===== src/rtl/trace_capture_buffer.sv =====
// Circular retire-trace buffer with arm / PC-match trigger / stop, drained oldest-first.
// Latency: records land one cycle after trace_valid; readout data is a combinational read of the buffer.
// Backpressure: rd_* holds while rd_ready is low; capture itself is never stalled (oldest records are overwritten).
//
// Ports:
//   clk, rst                 clock and asynchronous active-high reset
//   trace_*                  retire record input (valid, pc, instr, rd, wb_data, reg_write)
//   arm, stop                control pulses: clear+start capture / end capture
//   trig_en, trig_pc         PC-match trigger enable and compare value
//   rd_valid/rd_ready, rd_*  oldest-first readout port, active only in DONE
//   state, count             FSM state (0 IDLE,1 ARMED,2 POST,3 DONE) and records captured
//   wrapped, triggered       sticky status since the last arm
module trace_capture_buffer #(
    parameter int XLEN      = 32,
    parameter int DEPTH     = 16,
    parameter int POST_TRIG = 8
) (
    input  logic                     clk,
    input  logic                     rst,
    input  logic                     trace_valid,
    input  logic [XLEN-1:0]          trace_pc,
    input  logic [31:0]              trace_instr,
    input  logic [4:0]               trace_rd,
    input  logic [XLEN-1:0]          trace_wb_data,
    input  logic                     trace_reg_write,
    input  logic                     arm,
    input  logic                     stop,
    input  logic                     trig_en,
    input  logic [XLEN-1:0]          trig_pc,
    output logic                     rd_valid,
    input  logic                     rd_ready,
    output logic [XLEN-1:0]          rd_pc,
    output logic [31:0]              rd_instr,
    output logic [4:0]               rd_rd,
    output logic [XLEN-1:0]          rd_wb_data,
    output logic                     rd_reg_write,
    output logic [1:0]               state,
    output logic [$clog2(DEPTH):0]   count,
    output logic                     wrapped,
    output logic                     triggered
);

    localparam int AW = $clog2(DEPTH);
    localparam int CW = AW + 1;

    typedef enum logic [1:0] {
        S_IDLE  = 2'd0,
        S_ARMED = 2'd1,
        S_POST  = 2'd2,
        S_DONE  = 2'd3
    } state_t;

    typedef struct packed {
        logic [XLEN-1:0] pc;
        logic [31:0]     instr;
        logic [4:0]      rd;
        logic [XLEN-1:0] wb_data;
        logic            reg_write;
    } rec_t;

    rec_t            mem [DEPTH];
    rec_t            wr_rec;
    rec_t            rd_rec;

    state_t          cur_state;
    state_t          nxt_state;

    logic [AW-1:0]   wr_ptr;
    logic [AW-1:0]   rd_ptr;
    logic [CW-1:0]   remaining;
    logic [CW-1:0]   post_cnt;

    logic            capturing;
    logic            capture;
    logic            pc_match;
    logic            trig_hit;
    logic            post_last;
    logic            count_full;
    logic            enter_done;
    logic            rd_fire;
    logic [AW-1:0]   wr_ptr_next;
    logic [CW-1:0]   count_next;

    // ------------------------------------------------------------------
    // Capture qualification. arm wins over everything, so a record that
    // coincides with arm is dropped.
    // ------------------------------------------------------------------
    assign capturing  = (cur_state == S_ARMED) || (cur_state == S_POST);
    assign capture    = !arm && capturing && trace_valid;
    assign pc_match   = trig_en && trace_valid && (trace_pc == trig_pc);
    assign trig_hit   = !arm && (cur_state == S_ARMED) && pc_match;
    assign post_last  = (post_cnt + CW'(1)) == CW'(POST_TRIG);
    assign count_full = (count == CW'(DEPTH));

    always_comb begin
        wr_ptr_next = wr_ptr;
        count_next  = count;
        if (capture) begin
            wr_ptr_next = wr_ptr + AW'(1);
            count_next  = count_full ? count : count + CW'(1);
        end
    end

    // ------------------------------------------------------------------
    // FSM
    // ------------------------------------------------------------------
    always_ff @(posedge clk or posedge rst) begin
        if (rst) begin
            cur_state <= S_IDLE;
        end else begin
            cur_state <= nxt_state;
        end
    end

    always_comb begin
        nxt_state = cur_state;
        if (arm) begin
            nxt_state = S_ARMED;
        end else begin
            case (cur_state)
                S_ARMED: begin
                    // stop takes precedence, but the trigger record is still
                    // captured and flagged in the datapath below.
                    if (stop) begin
                        nxt_state = S_DONE;
                    end else if (trig_hit) begin
                        nxt_state = (POST_TRIG == 0) ? S_DONE : S_POST;
                    end
                end
                S_POST: begin
                    if (stop || (capture && post_last)) begin
                        nxt_state = S_DONE;
                    end
                end
                default: nxt_state = cur_state;
            endcase
        end
    end

    assign enter_done = (nxt_state == S_DONE) && (cur_state != S_DONE);
    assign rd_valid   = (cur_state == S_DONE) && (remaining != '0);
    assign rd_fire    = rd_valid && rd_ready;

    // ------------------------------------------------------------------
    // Pointers, counters and status
    // ------------------------------------------------------------------
    always_ff @(posedge clk or posedge rst) begin
        if (rst) begin
            wr_ptr    <= '0;
            rd_ptr    <= '0;
            count     <= '0;
            remaining <= '0;
            post_cnt  <= '0;
            wrapped   <= 1'b0;
            triggered <= 1'b0;
        end else if (arm) begin
            wr_ptr    <= '0;
            count     <= '0;
            remaining <= '0;
            post_cnt  <= '0;
            wrapped   <= 1'b0;
            triggered <= 1'b0;
        end else begin
            if (capture) begin
                wr_ptr <= wr_ptr_next;
                count  <= count_next;
                if (count_full) begin
                    wrapped <= 1'b1;
                end
                if (trig_hit) begin
                    triggered <= 1'b1;
                    post_cnt  <= '0;
                end else if (cur_state == S_POST) begin
                    post_cnt <= post_cnt + CW'(1);
                end
            end
            // Oldest record sits count_next slots behind the write pointer;
            // a full buffer truncates to wr_ptr_next itself.
            if (enter_done) begin
                rd_ptr    <= wr_ptr_next - AW'(count_next);
                remaining <= count_next;
            end else if (rd_fire) begin
                rd_ptr    <= rd_ptr + AW'(1);
                remaining <= remaining - CW'(1);
            end
        end
    end

    // ------------------------------------------------------------------
    // Record storage (no reset: contents are only meaningful below count)
    // ------------------------------------------------------------------
    always_comb begin
        wr_rec.pc        = trace_pc;
        wr_rec.instr     = trace_instr;
        wr_rec.rd        = trace_rd;
        wr_rec.wb_data   = trace_wb_data;
        wr_rec.reg_write = trace_reg_write;
    end

    always_ff @(posedge clk) begin
        if (capture) begin
            mem[wr_ptr] <= wr_rec;
        end
    end

    assign rd_rec       = mem[rd_ptr];
    assign rd_pc        = rd_rec.pc;
    assign rd_instr     = rd_rec.instr;
    assign rd_rd        = rd_rec.rd;
    assign rd_wb_data   = rd_rec.wb_data;
    assign rd_reg_write = rd_rec.reg_write;
    assign state        = cur_state;

endmodule

===== config.mk =====
export PLATFORM = sky130hd
export DESIGN_NAME = trace_capture_buffer
export DESIGN_NICKNAME = d
export VERILOG_FILES = /design/src/rtl/trace_capture_buffer.sv
export SDC_FILE = /design/constraint.sdc
export NUM_CORES = 2
export LEC_CHECK = 0
export CAP_MARGIN = 20
export CORE_MARGIN = 2
export CORE_UTILIZATION = 60
export CTS_BUF_LIST = sky130_fd_sc_hd__clkbuf_4 sky130_fd_sc_hd__clkbuf_8 sky130_fd_sc_hd__clkbuf_16
export DETAILED_ROUTE_END_ITERATION = 10
export PLACE_DENSITY = 0.79
export SLEW_MARGIN = 15
export SYNTH_ARGS = -nofsm -noshare
export SYNTH_HDL_FRONTEND = slang
export SYNTH_SLANG_ARGS = --single-unit
export TNS_END_PERCENT = 5

===== constraint.sdc =====
create_clock -name clk -period 6.7 [get_ports clk]
set_input_delay 1.34 -clock clk [delete_from_list [all_inputs] [get_ports clk]]
set_output_delay 1.34 -clock clk [all_outputs]
set_load 0.03 [all_outputs]

==> metrics.cfg <==
[finish]
layout.nets=3046
multiInputGateArea_sq_mm=0.0133
fill_cells=5903
area_delta_synth_final_pct=15.5
register_area_sq_mm=0.0497
drive_gt1_share_pct=28.7

[route]
wl_um=154000
ant_nets=0
vias=30000
first_pass_iters=5
wl_per_cell_um=34.8
drtIter0Drc=4172
vias_per_cell=6.80
drc_errors=0

[cts]
htree_levels=4
cts_buffers=159
cts-root-buf=clkbuf_16
clkLatencyLatePin_ps=780
cts_buffer_depth=3
cts.repair.resized=0
cts_tree=done
cts.sinks=1659
clk_pin_slew_ps=60
post-cts-setup-buffer-count=0
cts_hold_buf=0

[logic_synthesis]
ys_ff_latch=1659
syn_inst=2539
yosys_most_used_dff=edfxtp_1
avgSynthCellArea_sq_um=25.0
synth.distinct_cells=59
yosys_warnings=0
async_reset_ff_share_pct=1.63
synth_edf_count=1632
netlist_area_sq_mm=0.0635
yosysSeqAreaShare_pct=78.2
synth_nets=2699

[pwr]
irDropWorstVdd_mv=0.304
p_sw_share_pct=28.6
p_int_mw=20.7
clockPowerShare_pct=31.0
p_leak_nw=22.8
cellPowerDensity_mw_per_mm2=395
pwr-share-comb_pct=27.7
seqPwrFrac_pct=41.3
total_power_mw=28.9
power_switching_mw=8.28

[critical_path]
critPathLaunch=rd_ptr[0]
crit_required_ps=5360
crit_fanout=87
reg2reg_setup_slack_ps=2860
cp-end-kind=output port
critPathLaunchType=register
r2r-end=mem[11][37]
reg2reg_depth=7
crit_arrival_ps=4110
worstSetupPathType=register to output port
r2r-start=state[0]

[sta]
timing.fmax_ghz=0.183
slew_viol_final=0
post-route-period-util_pct=81.4
hold_viol=0
skew_ps=26.2
slew_headroom_pct=29.9
rsz0062_at_grt=false
setup_viol=0
worstMarginPinSlew_ps=1050
fin_crit_ps=5450
tns_ps=0
fin_ws_ps=1250

[min_path]
hold_depth=2
holdPathEnd=triggered
min_from=triggered
hold_path_class=register to register

[global_route]
grt_most_used_layer=met2
grt_pass1_wl_um=221000
grt_antenna_before_repair=20
grt_pass1_vias=31700
grt_remaining_overflow=0
grtUsageMet3_pct=5.94
grt_max_degree=88
grt.met2_usage_pct=47.8
grt.total_usage_pct=29.0
grt.met1_usage_pct=39.5

[floorplan]
dieArea_sq_mm=0.108
die_x_um=329
num_rows=119
die_h_um=329
start_util_pct=60.4
io_pins=253
core_sq_mm=0.105

[job]
maxCapViolCount=0

[placement]
port_buffers=252
post-place-ws_ps=1960
gp_congestion=0.834
hpwl_um=74700

[run_status]
status=finished, final reports clean

-- per-stage QoR --
step	hold slack, ps	util [%]	area (sq um)	std cells
6_report	528	69.8	73300	4412
5_1_grt	579	69.8	73300	4408
4_1_cts	541	69.7	73300	4400
3_5_place_dp	507	64.8	68100	4115
3_3_place_gp	513	64.8	68100	4115
2_1_floorplan	552	-	63500	2539
-- power by group through the flow --
stage | combinational, mW | clock, mW | sequential, mW
after CTS | 8.09 | 9.06 | 12.0
final | 8.01 | 8.97 | 12.0
after global routing | 8.35 | 9.41 | 12.0
after detailed placement | 7.95 | 0 | 12.2
after floorplan | 5.52 | 0 | 11.9
after global placement | 7.81 | 0 | 12.1
-- cell usage after synthesis, types with 3 or more instances --
master,instances,area [sq um]
a211oi_1,3,22.5
a21o_1,3,22.5
a21oi_1,5,25.0
a31o_2,3,26.3
and2_1,19,119
buf_1,7,26.3
buf_2,41,205
clkbuf_1,73,274
dfrtp_1,27,676
edfxtp_1,1632,49000
ha_1,18,225
inv_1,14,52.6
mux4_2,510,11500
nand2_1,16,60.1
nand3_1,6,30.0
nand4_1,9,56.3
nor2_1,23,86.3
nor2b_1,4,25.0
nor3_1,13,65.1
nor4_1,6,37.5
nor4_2,5,62.6
o21ai_0,7,35.0
o31ai_1,4,30.0
xnor2_1,10,87.6
xor2_1,38,333
-- cell families after synthesis --
kind of cell,share of synthesized area (%)
flip-flops,78.2
multiplexers,18.1
buffers and inverters,0.914
AND/OR/NAND/NOR,1.20
XOR/XNOR,0.662
AO/OA/AOI/OAI,0.493
adder cells (fa/ha/maj),0.386
-- worst max-delay path, stage by stage (launching register included) --
cell and delay, ps:
dfrtp_4 880, buf_12 600, mux4_2 620, mux4_2 530, clkdlybuf4s50_1 620
-- registers in the layout, summed over array words and instances (netlist names) --
name / flops
count: 5
mem: 1632
post_cnt: 5
rd_ptr: 4
remaining: 5
state: 2
triggered: 1
wr_ptr: 4
wrapped: 1
-- cell usage in the layout (no fill, tap or decap), types with 10 or more instances in the layout --
| cell | synthesis | final |
|---|---|---|
| and2_4 | 1 | 17 |
| buf_12 | 0 | 29 |
| buf_4 | 0 | 27 |
| bufinv_16 | 0 | 15 |
| clkbuf_16 | 0 | 162 |
| clkbuf_4 | 0 | 34 |
| clkdlybuf4s50_1 | 0 | 252 |
| clkinv_1 | 0 | 32 |
| clkinv_2 | 0 | 28 |
| dfrtp_1 | 27 | 23 |
| diode_2 | 0 | 11 |
| edfxtp_1 | 1632 | 1632 |
| ha_1 | 18 | 18 |
| inv_1 | 14 | 13 |
| mux4_2 | 510 | 510 |
| nand2_1 | 16 | 16 |
| nor2_1 | 23 | 23 |
| nor3_1 | 13 | 13 |
| xnor2_1 | 10 | 10 |
| xor2_1 | 38 | 38 |
-- final cells by class --
type	instances	area share, %
sequential	1659	67.8
multi-input combinational	743	18.1
clock buffer	196	5.88
timing repair buffer	309	4.54
tap	1391	2.37
clock inverter	89	1.23
inverter	14	0.0717
antenna	11	0.0375
-- how the worst max path moves through the flow --
stage                     depth (start not counted)  slack [ps]        endpoint
final                                             4        1250       rd_pc[23]
after global routing                              4        1070  rd_wb_data[10]
after CTS                                         4        1130        rd_pc[7]
after detailed placement                          7        1960     mem[11][44]
after global placement                            7        1920     mem[11][44]
after floorplan                                   5        1480       mem[0][0]
-- metal layers --
layer / share of wire (%) / wire, um / vias up
met4: 2.8 / 4360 / 20
met5: 0.083 / 128 / -
met1: 36 / 55200 / 16100
met3: 9.5 / 14700 / 291
met2: 52 / 79300 / 1831
li1: - / - / 11700
No activity file was read; power rests on OpenSTA's default activity.
